<file path="src/rtl/serial_four_bit_comparator_if.sv">
// serial_four_bit_comparator_if: operand/result handshake bundle for the serial comparator
interface serial_four_bit_comparator_if;
    logic       in_valid;
    logic       in_ready;
    logic [3:0] A;
    logic [3:0] B;
    logic       out_valid;
    logic       out_ready;
    logic [3:0] R;
    logic       busy;
    logic [7:0] cmp_count;
    modport master (output in_valid, A, B, out_ready, input in_ready, out_valid, R, busy, cmp_count);
    modport slave (input in_valid, A, B, out_ready, output in_ready, out_valid, R, busy, cmp_count);
endinterface

</file>
<file path="src/rtl/serial_four_bit_comparator.sv">
// serial_four_bit_comparator: bit-serial MSB-first unsigned compare, R={gt,lt,eq,ne}; define EARLY_EXIT_EN to finish on the first differing bit
module serial_four_bit_comparator (
    input logic clk,
    input logic rst,
    serial_four_bit_comparator_if.slave bus
);
    typedef enum logic [1:0] {IDLE, SHIFT, DONE} state_t;
    state_t state;
    logic [3:0] a_sh, b_sh;
    logic [1:0] idx;
    logic gt, lt, gt_n, lt_n, last;
    // flag update from the current MSB pair; a decided flag blocks any later change
    always_comb begin
        gt_n = gt | (~gt & ~lt & a_sh[3] & ~b_sh[3]);
        lt_n = lt | (~gt & ~lt & ~a_sh[3] & b_sh[3]);
`ifdef EARLY_EXIT_EN
        last = (idx == 2'd0) | gt_n | lt_n;
`else
        last = idx == 2'd0;
`endif
    end
    // control FSM with registered handshake outputs and result
    always_ff @(posedge clk or posedge rst) begin
        if (rst) begin
            state         <= IDLE;
            a_sh          <= 4'd0;
            b_sh          <= 4'd0;
            idx           <= 2'd0;
            gt            <= 1'b0;
            lt            <= 1'b0;
            bus.in_ready  <= 1'b1;
            bus.out_valid <= 1'b0;
            bus.R         <= 4'd0;
            bus.busy      <= 1'b0;
            bus.cmp_count <= 8'd0;
        end else begin
            case (state)
                IDLE: if (bus.in_valid) begin
                    a_sh         <= bus.A;
                    b_sh         <= bus.B;
                    gt           <= 1'b0;
                    lt           <= 1'b0;
                    idx          <= 2'd3;
                    state        <= SHIFT;
                    bus.in_ready <= 1'b0;
                    bus.busy     <= 1'b1;
                end
                SHIFT: begin
                    a_sh <= a_sh << 1;
                    b_sh <= b_sh << 1;
                    gt   <= gt_n;
                    lt   <= lt_n;
                    idx  <= idx - 2'd1;
                    if (last) begin
                        state         <= DONE;
                        bus.out_valid <= 1'b1;
                        bus.R         <= {gt_n, lt_n, ~gt_n & ~lt_n, gt_n | lt_n};
                    end
                end
                DONE: if (bus.out_ready) begin
                    state         <= IDLE;
                    bus.out_valid <= 1'b0;
                    bus.R         <= 4'd0;
                    bus.busy      <= 1'b0;
                    bus.in_ready  <= 1'b1;
                    bus.cmp_count <= bus.cmp_count + 8'd1;
                end
                default: state <= IDLE;
            endcase
        end
    end
endmodule

</file>
<file path="src/flat_wrapper.sv">
// flat-port wrapper written by rule: the top's interface ports become plain ports
module serial_four_bit_comparator_flat 
  (clk, rst, bus_in_valid, bus_A, bus_B, bus_out_ready, bus_in_ready, bus_out_valid, bus_R, bus_busy, bus_cmp_count);
  serial_four_bit_comparator_if bus_i ();
  input logic clk;
  input logic rst;
  input wire logic [$bits(bus_i.in_valid)-1:0] bus_in_valid;
  input wire logic [$bits(bus_i.A)-1:0] bus_A;
  input wire logic [$bits(bus_i.B)-1:0] bus_B;
  input wire logic [$bits(bus_i.out_ready)-1:0] bus_out_ready;
  output wire logic [$bits(bus_i.in_ready)-1:0] bus_in_ready;
  output wire logic [$bits(bus_i.out_valid)-1:0] bus_out_valid;
  output wire logic [$bits(bus_i.R)-1:0] bus_R;
  output wire logic [$bits(bus_i.busy)-1:0] bus_busy;
  output wire logic [$bits(bus_i.cmp_count)-1:0] bus_cmp_count;
  assign bus_i.in_valid = bus_in_valid;
  assign bus_i.A = bus_A;
  assign bus_i.B = bus_B;
  assign bus_i.out_ready = bus_out_ready;
  assign bus_in_ready = bus_i.in_ready;
  assign bus_out_valid = bus_i.out_valid;
  assign bus_R = bus_i.R;
  assign bus_busy = bus_i.busy;
  assign bus_cmp_count = bus_i.cmp_count;
  serial_four_bit_comparator u_core (.clk(clk), .rst(rst), .bus(bus_i));
endmodule
</file>
<file path="config.mk">
export PLATFORM = sky130hd
export DESIGN_NAME = serial_four_bit_comparator_flat
export DESIGN_NICKNAME = d
export VERILOG_FILES = /design/src/rtl/serial_four_bit_comparator_if.sv /design/src/rtl/serial_four_bit_comparator.sv /design/src/flat_wrapper.sv
export SDC_FILE = /design/constraint.sdc
export NUM_CORES = 1
export LEC_CHECK = 0
export CAP_MARGIN = 40
export CORE_MARGIN = 5
export CORE_UTILIZATION = 35
export DETAILED_ROUTE_END_ITERATION = 8
export GPL_ROUTABILITY_DRIVEN = 0
export GPL_TIMING_DRIVEN = 0
export PLACE_DENSITY = 0.59
export SKIP_CTS_REPAIR_TIMING = 1
export SYNTH_ARGS = -nofsm -noshare
export SYNTH_HDL_FRONTEND = slang
export SYNTH_SLANG_ARGS = --single-unit
</file>
<file path="constraint.sdc">
create_clock -name clk -period 2 [get_ports clk]
set_clock_uncertainty 0.1 [all_clocks]
set_input_delay 0.2 -clock clk [delete_from_list [all_inputs] [get_ports clk]]
set_output_delay 0.2 -clock clk [all_outputs]
set_load 0.01 [all_outputs]
</file>
Word-level counts from Yosys, hierarchy flattened
Cells that the tools add are included.
{"block": "word_totals", "regBits": 29, "inputBits": 12}
{"block": "classes", "n_mux": 23, "n_addsub": 2, "n_bitwise": 15, "n_reduce_logical": 10, "n_eq_ne": 5}
{"op": "$pmux W4 S2", "count": 3}
{"op": "$mux W4", "count": 4}
{"op": "$pmux W1 S2", "count": 5}
{"op": "$reduce_and A3 Y1", "count": 3}
{"op": "$add A8 B1 Y8 const B", "count": 1}
{"op": "$mux W2", "count": 4}
{"op": "$and A1 B1 Y1", "count": 6}
{"op": "$not A1 Y1", "count": 6}
{"op": "$pmux W2 S3", "count": 1}
{"op": "$reduce_bool A2 Y1", "count": 3}
{"op": "$mux W1", "count": 5}
{"op": "$logic_not A2 Y1", "count": 2}
{"op": "$ne A2 B2 Y1 const B", "count": 2}
{"op": "$pmux W2 S2", "count": 1}
{"op": "$reduce_and A2 Y1", "count": 2}
{"op": "$or A1 B1 Y1", "count": 3}
{"op": "$eq A2 B1 Y1 const B", "count": 1}
{"op": "$eq A2 B2 Y1 const B", "count": 1}
{"op": "$ne A2 B1 Y1 const B", "count": 1}
{"op": "$sub A2 B1 Y2 const B", "count": 1}

Depth between registers and ports, before layout
{"block": "logic_depth", "word_depth": 9, "depth_mapped": 5, "mapped_depth_nobuf": 5}

Least setup slack after synthesis
No wires, ideal clock.
{"block": "synth_timing", "kind": "reg2reg", "start": "register u_core.state[0]", "end": "register u_core.idx[0]", "period_less_slack_ns": 1.236, "slack_ns": 0.764, "t_arrival_ns": 0.996, "n_path_buf": 1, "setup_ns": 0.140, "stages_incl_launch_ff": 4, "cell_sequence": "dfrtp_1 > buf_2 > o21bai_1 > o21ai_0"}
{"block": "synth_via", "elab_chain_cells": 3, "elab_cells_between_ends": 6, "classes_between": "eq/ne (2); mux (1); reduce/logical (3)"}
{"item": "from (decl)", "line": "serial_four_bit_comparator.sv:8", "rtl": "state_t state;"}
{"item": "from (signal assigned)", "line": "serial_four_bit_comparator.sv:25", "rtl": "state <= IDLE;"}
{"item": "from (signal assigned)", "line": "serial_four_bit_comparator.sv:44", "rtl": "state <= SHIFT;"}
{"item": "from (signal assigned)", "line": "serial_four_bit_comparator.sv:55", "rtl": "state <= DONE;"}
{"item": "$eq A2 B1 Y1 / $logic_not A2 Y1 (equally long branches)", "line": "serial_four_bit_comparator.sv:37", "rtl": "case (state)"}
{"item": "$reduce_bool A2 Y1 (no line) / $ne A2 B2 Y1 (equally long branches)"}
{"item": "$reduce_and A2 Y1 (no line)"}
{"item": "to (signal assigned)", "line": "serial_four_bit_comparator.sv:53", "rtl": "idx <= idx - 2'd1;"}
{"item": "to (decl)", "line": "serial_four_bit_comparator.sv:10", "rtl": "logic [1:0] idx;"}
Parallel ways exist; a longest one is shown, timed or not.
A chain may end at the register's enable or synchronous reset.

Final worst setup path
{"block": "layout_timing", "start": "register u_core.bus.in_ready", "end": "output port bus_in_ready"}
{"item": "from (decl)", "line": "serial_four_bit_comparator_if.sv:13", "rtl": "modport slave (input in_valid, A, B, out_ready, output in_ready, out_valid, R, busy, cmp_count);"}
{"item": "from (signal assigned)", "line": "serial_four_bit_comparator.sv:31", "rtl": "bus.in_ready <= 1'b1;"}
{"item": "from (signal assigned)", "line": "serial_four_bit_comparator.sv:45", "rtl": "bus.in_ready <= 1'b0;"}
{"item": "from (signal assigned)", "line": "serial_four_bit_comparator.sv:65", "rtl": "bus.in_ready <= 1'b1;"}
{"item": "to (decl)", "line": "flat_wrapper.sv:11", "rtl": "output wire logic [$bits(bus_i.in_ready)-1:0] bus_in_ready;"}
No word-level cell between the ends.

==> impl_metrics.py <==
metrics = {
    "status": {
        "status": "completed",
    },
    "timing": {
        "timing.hold.ws_ps": 221,
        "period_share": 0.820,
        "relSlewSlack": 0.554,
        "rsz0062_at_grt": "no",
        "clock.fmax_mhz": 610,
        "hold_viol": 0,
        "setup_viol": 0,
        "drv_slew": 0,
        "finalSetupTns_ps": 0,
        "fin_crit_ps": 1640,
        "tightestPinTransition_ps": 668,
    },
    "clock_tree": {
        "clk_path_buf_depth": 2,
        "cts.clk_slew.worst_paths_ps": 70,
        "cts_num_sinks": 29,
        "cts_tree": "yes",
        "clock_latency_ps": 280,
        "root_buffer": "clkbuf_8",
        "cts_inserted_buffers": 5,
        "cts_htree_levels": 2,
    },
    "power_and_ir_drop": {
        "power_leakage_nw": 0.821,
        "p_per_area_nw_per_um2": 1400,
        "irDropWorstVdd_mv": 0.552,
    },
    "logic_synthesis": {
        "yosysWarnings": 0,
        "synth_flop_cell": "dfrtp_1",
        "ys_top_cells_by_area": "dfrtp_1 51%, o21ai_0 5.1%, nand2_1 5.0%, a21oi_1 3.3%, xnor2_1 3.2%",
        "syn_avg_cell_area_sq_um": 10.2,
        "synth_top_cell_by_area": "dfrtp_1",
        "synthArstFlopShare": 1.00,
        "synth-edff-count": 0,
        "synthDistinctLibCells": 31,
        "yosys_register_bits": 29,
        "syn_area_sq_um": 1360,
        "yosysSeqAreaShare": 0.534,
        "synth.top_cell.area_share": 0.515,
        "synth_nets": 148,
        "synthCells": 134,
    },
    "floorplan": {
        "die_x_um": 72.4,
        "die-area_sq_um": 5240,
        "die_y_um": 72.4,
        "start_util": 0.366,
        "core-area_sq_um": 3720,
        "io_pins": 27,
        "rows": 22,
    },
    "routing": {
        "drt-initial-drc-count": 42,
        "wire_per_inst_um": 12.7,
        "route.vias.total": 1072,
        "totalWireLength_mm": 2.76,
        "postRouteAntennaNets": 0,
        "firstDrtPassIters": 4,
        "drc": 0,
        "avgViaCountPerCell": 4.94,
    },
    "worst_setup_path": {
        "cp_max_fo": 3,
        "cp_cell_sequence": "clkdlybuf4s50_1",
        "crit_family": "flip-flops",
        "worstSetupPathType": "reg2out",
        "arrival_ps": 1340,
        "slowest_delay_ps": 540,
        "crit_slowest_cell": "dfstp_2",
        "start_kind": "flip-flop",
        "cp-end-kind": "output port",
        "cp_num_buf_inv": 1,
        "required_ps": 1700,
    },
    "hold_path": {
        "hold_path.class": "in2async",
    },
    "grt": {
        "grtUsageTotal": 0.125,
        "antenna_found_initial": 0,
        "grt_pass1_vias": 1137,
        "grt-ovfl-total": 0,
        "grt_max_degree": 18,
        "grt_pass1_wl_mm": 5.15,
    },
    "cells_and_area": {
        "multiInputGateArea_sq_um": 582,
        "n_antenna_cell": 0,
        "layout.nets": 182,
        "ff_latch_area_sq_um": 727,
        "fillers": 362,
        "area_growth_pct": 34.5,
        "layout-drive-gt1-share": 0.107,
    },
    "placed_design": {
        "hpwl_mm": 2.08,
        "port_buffers": 26,
    },
    "run": {
        "maxCapViolCount": 0,
    },
}
## layout by cell type, fill, tap and decap left out, types with 2 or more instances in the layout
master / Yosys / routed
clkbuf_8: 0 / 5
xnor2_1: 5 / 5
ha_1: 2 / 2
a21oi_1: 9 / 9
nor3_1: 3 / 3
a22oi_1: 2 / 2
inv_1: 7 / 7
clkdlybuf4s50_1: 0 / 26
nand2b_1: 4 / 4
nand4_1: 3 / 3
a31oi_1: 4 / 4
buf_2: 2 / 2
nand2_1: 18 / 18
xor2_1: 3 / 3
nor2_1: 4 / 4
and2_1: 4 / 4
nor2b_1: 4 / 4
nand3_1: 4 / 4
bufinv_16: 0 / 2
nand3b_4: 2 / 2
o21ai_0: 14 / 14
dfrtp_1: 28 / 28
## synth_stat cells, types with 2 or more instances
| master | n |
|---|---|
| nand3b_4 | 2 |
| ha_1 | 2 |
| and2_1 | 4 |
| xnor2_1 | 5 |
| o21ai_0 | 14 |
| a22oi_1 | 2 |
| buf_2 | 2 |
| nand2_1 | 18 |
| inv_1 | 7 |
| nor3_1 | 3 |
| nor2b_1 | 4 |
| a31oi_1 | 4 |
| nand2b_1 | 4 |
| xor2_1 | 3 |
| nand3_1 | 4 |
| nand4_1 | 3 |
| nor2_1 | 4 |
| dfrtp_1 | 28 |
| a21oi_1 | 9 |
## where the power goes
part | internal [mW] | leakage, nW | switching (mW)
sequential | 0.790 | 0.359 | 0.152
clock | 0.495 | 0.0681 | 0.229
combinational | 0.428 | 0.394 | 0.461
## per-stage QoR
stage,total power [mW],std cells,utilization,instance area [sq um],setup WS [ps]
after global routing,2.76,217,0.493,1830,310
after CTS,2.57,217,0.493,1830,347
after global placement,1.81,208,0.453,1680,326
final,2.55,217,0.493,1830,361
after detailed placement,1.85,209,0.457,1700,301
after floorplan,1.51,134,-,1360,764
## per-layer routing
layer	part of all wire	vias to the layer above	GRT usage
met5	0	-	0
met3	0.062	4	0.0499
li1	-	531	-
met2	0.45	31	0.188
met1	0.48	506	0.166
met4	0.0080	0	0.0355
## area by class of cell
cell class	count	area share
repair buffers	27	0.150
clock buffers	5	0.0376
clock inverters	3	0.0355
multi-input cells	93	0.318
plain buffers	5	0.0144
flip-flops and latches	29	0.397
inverters	7	0.0144
well taps	48	0.0328
## state kept, by name, indices dropped and copies added, names as in the netlist
signal,flops
u_core.gt,1
u_core.bus.R,4
u_core.bus.busy,1
u_core.lt,1
u_core.state,2
u_core.a_sh,4
u_core.bus.cmp_count,8
u_core.bus.in_ready,1
u_core.idx,2
u_core.b_sh,4
u_core.bus.out_valid,1
## logic make-up after synthesis
logic type,after synthesis,synth area share
flops,29,0.534
compound gates,33,0.138
fa+ha+maj,2,0.0184
simple gates,50,0.220
xor+xnor,8,0.0515
buf+inv,12,0.0386
## final timing paths
path	start	to	slack (ps)	cells past startpoint
min in group clk	u_core.bus.cmp_count[7]	u_core.bus.cmp_count[7]	370	1
worst max register to register	u_core.state[0]	u_core.a_sh[1]	530	4
worst max-delay path	u_core.bus.in_ready	bus_in_ready	360	1
worst min-delay path	rst	u_core.bus.cmp_count[0]	220	2
worst min register to register	u_core.bus.cmp_count[7]	u_core.bus.cmp_count[7]	370	1
max in group asynchronous	rst	u_core.b_sh[2]	1060	3
Note: power is estimated with default switching activity, not from simulation.
